## config.mk

```make
export PLATFORM = sky130hd
export DESIGN_NAME = lc3_regfile_cc
export DESIGN_NICKNAME = d
export VERILOG_FILES = /design/src/rtl/lc3_pkg.sv /design/src/rtl/lc3_cc_gen.sv /design/src/rtl/lc3_regfile_cc.sv
export SDC_FILE = /design/constraint.sdc
export NUM_CORES = 1
export LEC_CHECK = 0
export ABC_AREA = 0
export CORE_AREA = 2 2 117 119
export CTS_CLUSTER_DIAMETER = 150
export DETAILED_ROUTE_END_ITERATION = 10
export DIE_AREA = 0 0 119 121
export HOLD_SLACK_MARGIN = 0.03
export PLACE_DENSITY = 0.81
export SLEW_MARGIN = 20
export SYNTH_ARGS = -nofsm -noshare
export SYNTH_HDL_FRONTEND = slang
export SYNTH_SLANG_ARGS = --single-unit
```

## constraint.sdc

```tcl
create_clock -name clk -period 5.11 [get_ports clk]
set_input_delay 1.022 -clock clk [delete_from_list [all_inputs] [get_ports clk]]
set_output_delay 1.022 -clock clk [all_outputs]
set_load 0.01 [all_outputs]
```

## src/rtl/lc3_pkg.sv

```systemverilog
// rtl/lc3_pkg.sv - shared LC-3 datapath types and condition-code helper
package lc3_pkg;

  localparam int DATA_W   = 16;
  localparam int NUM_REGS = 8;
  localparam int IDX_W    = $clog2(NUM_REGS);

  typedef logic [DATA_W-1:0] data_t;
  typedef logic [IDX_W-1:0]  reg_idx_t;

  typedef struct packed {
    logic n;
    logic z;
    logic p;
  } nzp_t;

  localparam logic [2:0] CC_Z = 3'b010;

  // Exactly one of N/Z/P is ever set for any input value.
  function automatic nzp_t cc_of(input data_t d);
    nzp_t cc;
    cc.n = d[DATA_W-1];
    cc.z = (d == '0);
    cc.p = !cc.n && !cc.z;
    return cc;
  endfunction

endpackage

```

## src/rtl/lc3_cc_gen.sv

```systemverilog
// rtl/lc3_cc_gen.sv - combinational NZP generator, shared with the branch unit
module lc3_cc_gen
  import lc3_pkg::*;
(
  input  data_t data,
  output nzp_t  nzp
);

  assign nzp = cc_of(data);

endmodule

```

## src/rtl/lc3_regfile_cc.sv

```systemverilog
// rtl/lc3_regfile_cc.sv - LC-3 R0-R7 register file with NZP condition codes
module lc3_regfile_cc
  import lc3_pkg::*;
#(
  parameter int         DATA_W   = 16,
  parameter int         NUM_REGS = 8,
  parameter logic [2:0] CC_RESET = CC_Z
) (
  input  logic                        clk,
  input  logic                        rst,
  input  logic                        ld_reg,
  input  logic [$clog2(NUM_REGS)-1:0] dr,
  input  logic [$clog2(NUM_REGS)-1:0] sr1,
  input  logic [$clog2(NUM_REGS)-1:0] sr2,
  input  logic [DATA_W-1:0]           bus_in,
  input  logic                        ld_cc,
  output logic [DATA_W-1:0]           ra,
  output logic [DATA_W-1:0]           rb,
  output logic [2:0]                  nzp,
  output logic                        cc_valid
);

  logic [DATA_W-1:0] regs [NUM_REGS];
  logic [2:0]        nzp_q;
  logic              cc_valid_q;
  nzp_t              cc_next;

  lc3_cc_gen u_cc_gen (
    .data (bus_in),
    .nzp  (cc_next)
  );

  always_ff @(posedge clk or posedge rst) begin
    if (rst) begin
      for (int i = 0; i < NUM_REGS; i++) begin
        regs[i] <= '0;
      end
    end else if (ld_reg) begin
      regs[dr] <= bus_in;
    end
  end

  always_ff @(posedge clk or posedge rst) begin
    if (rst) begin
      nzp_q      <= CC_RESET;
      cc_valid_q <= 1'b0;
    end else if (ld_cc) begin
      nzp_q      <= cc_next;
      cc_valid_q <= 1'b1;
    end
  end

  // No write bypass: bus_in is derived from ra/rb through the ALU.
  assign ra       = regs[sr1];
  assign rb       = regs[sr2];
  assign nzp      = nzp_q;
  assign cc_valid = cc_valid_q;

endmodule

```

==> metrics, run 1 <==
status completed; Final Cell Area approximately 8400 µm²; most common cell after layout, fill and taps aside mux2_2; fin util 0.643; syn nets between 400 and 500; Iteration-0 DRC Markers 333; FMAX 0.243 GHz; Post-DP Area about 7800 µm²; Pins Over Slew Limit 0; Slew HR 0.272; flop2flop setup slack 4.29 ns; first-pass GRT wire length 25.1 mm; crit path DAT 3.09 ns; vias 4127; CTS tree done; die height approximately 120 µm; sequential area share after synthesis 0.464; worst-path maximum fanout 32; Yosys cell types 28; max_cap viols 0; DP Wirelength 9.66 mm; Gate Count Post-Synth 415; Core Box Area 13100 µm²; top cells by area, synth dfrtp_1, mux2_2, mux4_2; IO buf count 64; # setup viols final 0; total gr overflow 0; final cycle utilization of the critical path 0.805; final setup TNS 0 ns; drt drc 0; Initial Util 0.544; CP Capture Type primary output; DRT Pass-1 Iters 4; Syn Std Cell Area 7120 µm²; most frequent cells in the layout mux2_2, dfrtp_1, clkdlybuf4s50_1, mux4_2, clkbuf_16; Root Buffer clkbuf_16; clk_skew 0 ns; Die X 119 µm; Total GRT Usage 0.235; Synth top area share 0.460; H-tree levels 4; synth warn 0; Synth Register Bits 132; Routed Antenna Nets 0; # rows 42; Avg Synthesized Cell Area 17.2 µm²; Startpoint Class input pin; global placement routability congestion 0.788; Worst-path clk slew 0.05 ns; initial antenna violation count 0; Yosys top cell by area dfrtp_1; diode count 0; post-CTS setup repair buffer count 0; clock buffer depth 2; Clock Sink Count 132; pin count of the biggest net entering global routing 74; boundary pin count 65; Area Overhead vs Synth 18.2%; WL per Instance 23.4 µm; Resize count post-CTS 0; vias in the first global route 4457; Max VDD drop 237 µV; Post-CTS Hold Buffers 0; minimum clock period 4.11 ns; Die ar. 14400 µm²; final WL between 15 and 20 mm; final hold vios 0; WHS 0.479 ns; Avg Vias per Cell approximately 6.2; CTS Buf Count 17; HP Class reg2reg; nets between 500 and 600; CP required 4.09 ns; RSZ-0062 raised after global routing false; Pleak 3.46 nW; layout cell share with drive strength beyond 1 0.513; power per cell area 417 nW/µm²; slew of the pin with the lowest slew margin 1.09 ns; Crit Path Class in2out; Clk Latency, worst-skew pair between 0.4 and 0.5 ns
-- layer usage --
metal / global-route usage / vias up / wire length [µm]
met5: 0 / - / 0
met4: 0.0818 / 0 / 277
met3: 0.0526 / 24 / 591
met2: 0.381 / 106 / 7840
met1: 0.315 / 2232 / 6880
li1: - / 1765 / -
-- final cells by class --
cell class / count / area (µm²)
inverter: 3 / 13.8
tap: 176 / 220
clock buffer: 27 / 483
timing repair buffer: 76 / 748
clock inverter: 5 / 100
multi-input combinational: 248 / 3550
sequential: 132 / 3300
fill: 911 / 4670
-- per-stage QoR --
step	cells	total power, mW	setup slack, ns
3_3_place_gp	634	2.27	0.995
4_1_cts	666	3.53	0.987
2_1_floorplan	415	1.99	0.564
5_1_grt	667	3.66	0.902
6_report	667	3.51	0.996
3_5_place_dp	634	2.31	1.00
-- cells by family after synthesis --
group           Yosys count  share of synthesized area
mux                     222                      0.466
flops                   132                      0.464
buf+inv                  35                     0.0374
simple gates             21                     0.0286
compound gates            5                    0.00404
-- flip-flops by register name (all words and copies together), names as in the netlist --
signal	count
nzp	3
cc_valid	1
regs	128
-- power breakdown --
group / internal [mW] / total (mW) / switching (mW)
Sequential: 1.27 / 1.44 / 0.165
Clock: 0.792 / 1.21 / 0.423
Combinational: 0.579 / 0.863 / 0.283
-- synthesized netlist by cell type --
cell,instances
nand2_1,5
mux4_2,48
nor3b_4,2
mux2_1,5
buf_2,10
clkbuf_1,2
mux2_2,142
nand4b_2,3
buf_4,6
nand4_2,1
a31o_2,1
o21ai_0,4
mux2i_1,1
dfstp_2,1
mux4_1,16
mux2_4,10
buf_1,1
clkbuf_2,1
nand4_1,1
dfrtp_1,131
nand2b_4,1
nor3_4,2
inv_1,3
nor2b_1,1
or2_2,1
nor4_1,4
buf_12,1
buf_6,11
-- path summary, 6_finish.rpt --
| path | cells after the start | from | endpoint |
|---|---|---|---|
| max in group asynchronous | 3 | rst | regs[83] |
| setup reg to reg | 2 | nzp[0] | nzp[0] |
| min in group asynchronous | 2 | rst | regs[78] |
| setup / recovery | 5 | sr1[1] | ra[11] |
| hold reg to reg | 2 | nzp[1] | nzp[1] |
| hold / removal | 2 | nzp[1] | nzp[1] |
-- worst max-delay path, stage by stage --
cell,delay (ns)
clkdlybuf4s50_1,0.51
buf_12,0.25
mux4_2,0.53
mux2_2,0.28
clkdlybuf4s50_1,0.48
No activity file was read; power rests on OpenSTA's default activity.
==> run 2, diff against run 1 <==
Settings changed: CORE_AREA 2 2 117 119 to 2 2 121 123, DIE_AREA 0 0 119 121 to 0 0 123 125, PLACE_DENSITY 0.81 to 0.8.
Clock period 5.11 ns to 3.6 ns, I/O delays scaled along.
==> run 2 against run 1 <==
Combinational power is 44% higher. Via count is 2.2% higher. Design area is 1.0% higher.
==> metrics, run 2 (synthesis gave the netlist of run 1 again) <==
final cycle utilization of the critical path 0.882; Psw 1.25 mW (+43%); worst-path maximum fanout 32 (unchanged); DP Wirelength 9.61 mm (-0.49%); multi-input logic area 3550 µm² (unchanged); final setup TNS 0 ns (unchanged); drt drc 0 (unchanged); RSZ-0062 raised after global routing false; minimum clock period 3.17 ns; Slew HR 0.583 (+0.311); CP Capture Type primary output; vias 4217 (+2.2%); Clk pwr share 0.344 (-0.002); Area Overhead vs Synth 19.5%; initial antenna violation count 0 (unchanged); most common cell after layout, fill and taps aside mux2_2; nets 511 (+0.79%); max_cap viols 0 (unchanged); Startpoint Class input pin; H-tree levels 4 (unchanged); HP Class reg2reg; Flop pwr share 0.409 (about the same); slew of the pin with the lowest slew margin 0.625 ns (-0.464 ns); Post-CTS Hold Buffers 0 (unchanged); Iteration-0 DRC Markers 315 (-5.4%); WL per Instance 24.3 µm (+3.8%); DP Worst Slack 0.419 ns (-0.581 ns); layout cell share with drive strength beyond 1 0.532 (+0.0183); DRT Pass-1 Iters 4 (unchanged); combinational share of power 0.247 (+0.002); Clk Latency, worst-skew pair 0.42 ns (about the same); fill cell count 1048 (+15%); Pint 3.76 mW (+42%); final hold vios 0 (unchanged); most frequent cells in the layout mux2_2, dfrtp_1, clkdlybuf4s50_1, mux4_2, clkbuf_16; Initial Util 0.501 (-0.0429); FF/Latch Area 3300 µm² (unchanged); CP required 2.88 ns (-1.21 ns); post-CTS setup repair buffer count 0 (unchanged); CTS tree done; Worst-path clk slew 0.05 ns (about the same); CTS Buf Count 17 (unchanged); final worst slack 0.426 ns (-0.570 ns); # rows 44 (+4.8%); FMAX 0.315 GHz; fin util 0.599 (-0.0445); Root Buffer clkbuf_16; IO buf count 64 (unchanged); Die X 123 µm (+3.4%); power per cell area 589 nW/µm² (+41%); WHS 0.472 ns (-0.00664 ns); Total GRT Usage 0.231 (-0.00392); first-pass GRT wire length 25.9 mm (+3.2%); vias in the first global route 4574 (+2.6%); final WL 16.4 mm (+5.0%); clk_skew 0 ns (unchanged); clock buffer depth 2 (unchanged); max reg flops 128 (unchanged); Core Box Area 14200 µm² (+8.5%); die height 125 µm (+3.3%); Routed Antenna Nets 0 (unchanged); Top reg by flops regs; # setup viols final 0 (unchanged); switch share 0.249 (+0.000930); Pleak 3.50 nW (+1.2%); diode count 0 (unchanged); Clock Sink Count 132 (unchanged); boundary pin count 65 (unchanged); pin count of the biggest net entering global routing 56 (-24%); total power 5.01 mW (+43%); Die ar. 15400 µm² (+6.8%); Max VDD drop 322 µV (+36%); crit path DAT 2.45 ns (-0.64 ns); Avg Vias per Cell 6.25 (+0.97%); status completed; Resize count post-CTS 0 (unchanged); total gr overflow 0 (unchanged); Pins Over Slew Limit 0 (unchanged); global placement routability congestion 0.748 (-5.1%); Crit Path Class in2out
[run 2: worst max-delay path: stages]
cell and delay [ns]:
buf_2 0.11, buf_12 0.25, mux4_1 0.61, mux2_2 0.27, clkdlybuf4s50_1 0.47
[run 2: power by group through the flow]
stage                     Combinational [mW]  Clock (mW)  Sequential (mW)
final                                   1.24        1.72             2.05
after CTS                               1.25        1.76             2.04
after global routing                    1.32        1.82             2.09
after floorplan                        0.864           0             1.97
after detailed placement                1.24           0             2.06
after global placement                  1.21           0             2.03
[run 2: per-layer routing]
layer	track usage	wire length, µm	part of all wire
met5	0	0	0
met4	0.0869	327	0.020
met3	0.0552	863	0.053
met2	0.377	8480	0.52
met1	0.300	6700	0.41
[run 2: final timing paths]
path                          start  endpoint  slack [ns]  depth (start not counted)
max in group asynchronous       rst  regs[71]        2.19                          3
max                          sr1[0]    ra[11]        0.43                          5
max reg2reg                  nzp[0]    nzp[0]        2.77                          2
min                        cc_valid  cc_valid        0.47                          1
min reg2reg                cc_valid  cc_valid        0.47                          1
min in group asynchronous       rst  regs[81]        0.73                          2
[run 2: metrics by stage]
stage / area [µm²] / std cells
4_1_cts: 8510 / 675
6_report: 8510 / 675
3_5_place_dp: 7920 / 647
2_1_floorplan: 7120 / 415
5_1_grt: 8510 / 675
3_3_place_gp: 7920 / 647
[run 2: area by class of cell]
| cell class | count | share of cell area |
|---|---|---|
| sequential | 132 | 0.388 |
| timing repair buffer | 80 | 0.0959 |
| clock inverter | 4 | 0.00824 |
| clock buffer | 24 | 0.0613 |
| tap | 184 | 0.0271 |
| multi-input combinational | 248 | 0.417 |
| inverter | 3 | 0.00176 |
==> run 3, diff against run 2 <==
Settings changed: MAX_ROUTING_LAYER from default to met4.
==> run 3 against run 2 <==
Count of clock-buffer cells in the layout unchanged. Clock power about the same. Via count down 0.57%. Combinational power about the same. Register-to-register slack about the same. Sequential power about the same. Global-route usage up 0.69 points. Die area unchanged. Largest cell class unchanged. Highest routed layer unchanged.
==> metrics, run 3 (synthesis gave the netlist of run 1 again) <==
Core Box Area 14200 µm² (unchanged); Startpoint Class input pin; vias in the first global route 4602 (+0.61%); slew of the pin with the lowest slew margin 0.626 ns (+0.00167 ns); # rows 44 (unchanged); slowest CP cell mux4_1; FF/Latch Area 3300 µm² (unchanged); Pleak 3.50 nW (unchanged); diode count 0 (unchanged); Worst-path clk slew 0.05 ns (about the same); H-tree levels 4 (unchanged); fill cell count 1048 (unchanged); CTS Buf Count 17 (unchanged); final hold vios 0 (unchanged); Post-CTS Hold Buffers 0 (unchanged); CP required 2.88 ns (about the same); drt drc 0 (unchanged); # setup viols final 0 (unchanged); Avg Vias per Cell 6.21 (-0.57%); DP Worst Slack 0.419 ns (unchanged); Resize count post-CTS 0 (unchanged); Pins Over Slew Limit 0 (unchanged); Die X 123 µm (unchanged); pin count of the biggest net entering global routing 56 (unchanged); final setup TNS 0 ns (unchanged); most frequent cells in the layout mux2_2, dfrtp_1, clkdlybuf4s50_1, mux4_2, clkbuf_16; layout cell share with drive strength beyond 1 0.532 (unchanged); status completed; DP Wirelength 9.61 mm (unchanged); Top reg by flops regs; max_cap viols 0 (unchanged); max reg flops 128 (unchanged); first-pass GRT wire length 25.9 mm (-0.13%); die height 125 µm (unchanged); Root Buffer clkbuf_16; Routed Antenna Nets 0 (unchanged); HP Class reg2reg; Total GRT Usage 0.237 (+0.00685); clock buffer depth 2 (unchanged); boundary pin count 65 (unchanged); minimum clock period 3.17 ns (-0.000977 ns); WHS 0.472 ns (+0.000279 ns); post-CTS setup repair buffer count 0 (unchanged); RSZ-0062 raised after global routing false; total gr overflow 0 (unchanged); Area Overhead vs Synth 19.5% (unchanged); nets 511 (unchanged); Crit Path Class in2out; initial antenna violation count 0 (unchanged); FMAX 0.315 GHz (about the same); Clk Latency, worst-skew pair 0.42 ns (about the same); Clock Sink Count 132 (unchanged); clk_skew 0 ns (unchanged); crit path DAT 2.45 ns (about the same); multi-input logic area 3550 µm² (unchanged); final cycle utilization of the critical path 0.881 (about the same); Iteration-0 DRC Markers 339 (+7.6%); global placement routability congestion 0.757 (+1.3%); CP Cell Sequence buf_2 -> buf_12 -> mux4_1 -> mux2_2 -> clkdlybuf4s50_1; power per cell area 590 nW/µm² (about the same); Initial Util 0.501 (unchanged); WL per Instance 24.2 µm (-0.24%); IO buf count 64 (unchanged); most common cell after layout, fill and taps aside mux2_2; CTS tree done; Placed Cells 647 (unchanged); DRT Pass-1 Iters 4 (unchanged); worst-path maximum fanout 32 (unchanged); Max VDD drop 324 µV (+0.57%); vias 4193 (-0.57%); Die ar. 15400 µm² (unchanged); final WL 16.3 mm (-0.24%); final worst slack 0.427 ns (+0.000977 ns); CP Capture Type primary output; Finished Layout Cells 675 (unchanged); Largest stage delay, worst path 0.61 ns (about the same); Slew HR 0.582 (-0.00111)
==> run 3: worst paths after layout <==
path / startpoint / end / slack (ns) / cells past startpoint
worst max-delay path: sr1[0] / ra[11] / 0.43 / 5
worst min-delay path: cc_valid / cc_valid / 0.47 / 1
worst min register to register: cc_valid / cc_valid / 0.47 / 1
min in group asynchronous: rst / regs[81] / 0.73 / 2
worst max register to register: nzp[0] / nzp[0] / 2.77 / 2
max in group asynchronous: rst / regs[71] / 2.19 / 3
==> run 3: area by class of cell <==
cell class / count / area share
Inverter: 3 / 0.00176
Sequential cell: 132 / 0.388
Timing Repair Buffer: 80 / 0.0959
Clock buffer: 24 / 0.0613
Multi-Input combinational cell: 248 / 0.417
Clock inverter: 4 / 0.00824
Tap cell: 184 / 0.0271
==> run 3: where the power goes <==
| group | internal, mW | switching, mW |
|---|---|---|
| logic | 0.828 | 0.410 |
| clock network | 1.13 | 0.597 |
| registers | 1.81 | 0.245 |
==> run 3: worst max-delay path: cells and delay by family <==
family,cells,cell delay (ns)
muxes,2,0.88
buffers and inverters,3,0.83
==> run 3: metrics by stage <==
stage	power [mW]	util	instance area [µm²]
CTS	5.05	0.599	8510
floorplan	2.83	-	7120
global placement	3.24	0.557	7920
global route	5.23	0.599	8510
detailed placement	3.30	0.557	7920
finish	5.02	0.599	8510
==> run 3: layer usage <==
layer | global-route usage | part of all wire | up-vias
li1 | - | - | 1771
met1 | 0.300 | 0.41 | 2264
met2 | 0.378 | 0.52 | 125
met3 | 0.0488 | 0.049 | 33
met4 | 0.0929 | 0.024 | 0
met5 | - | 0 | -
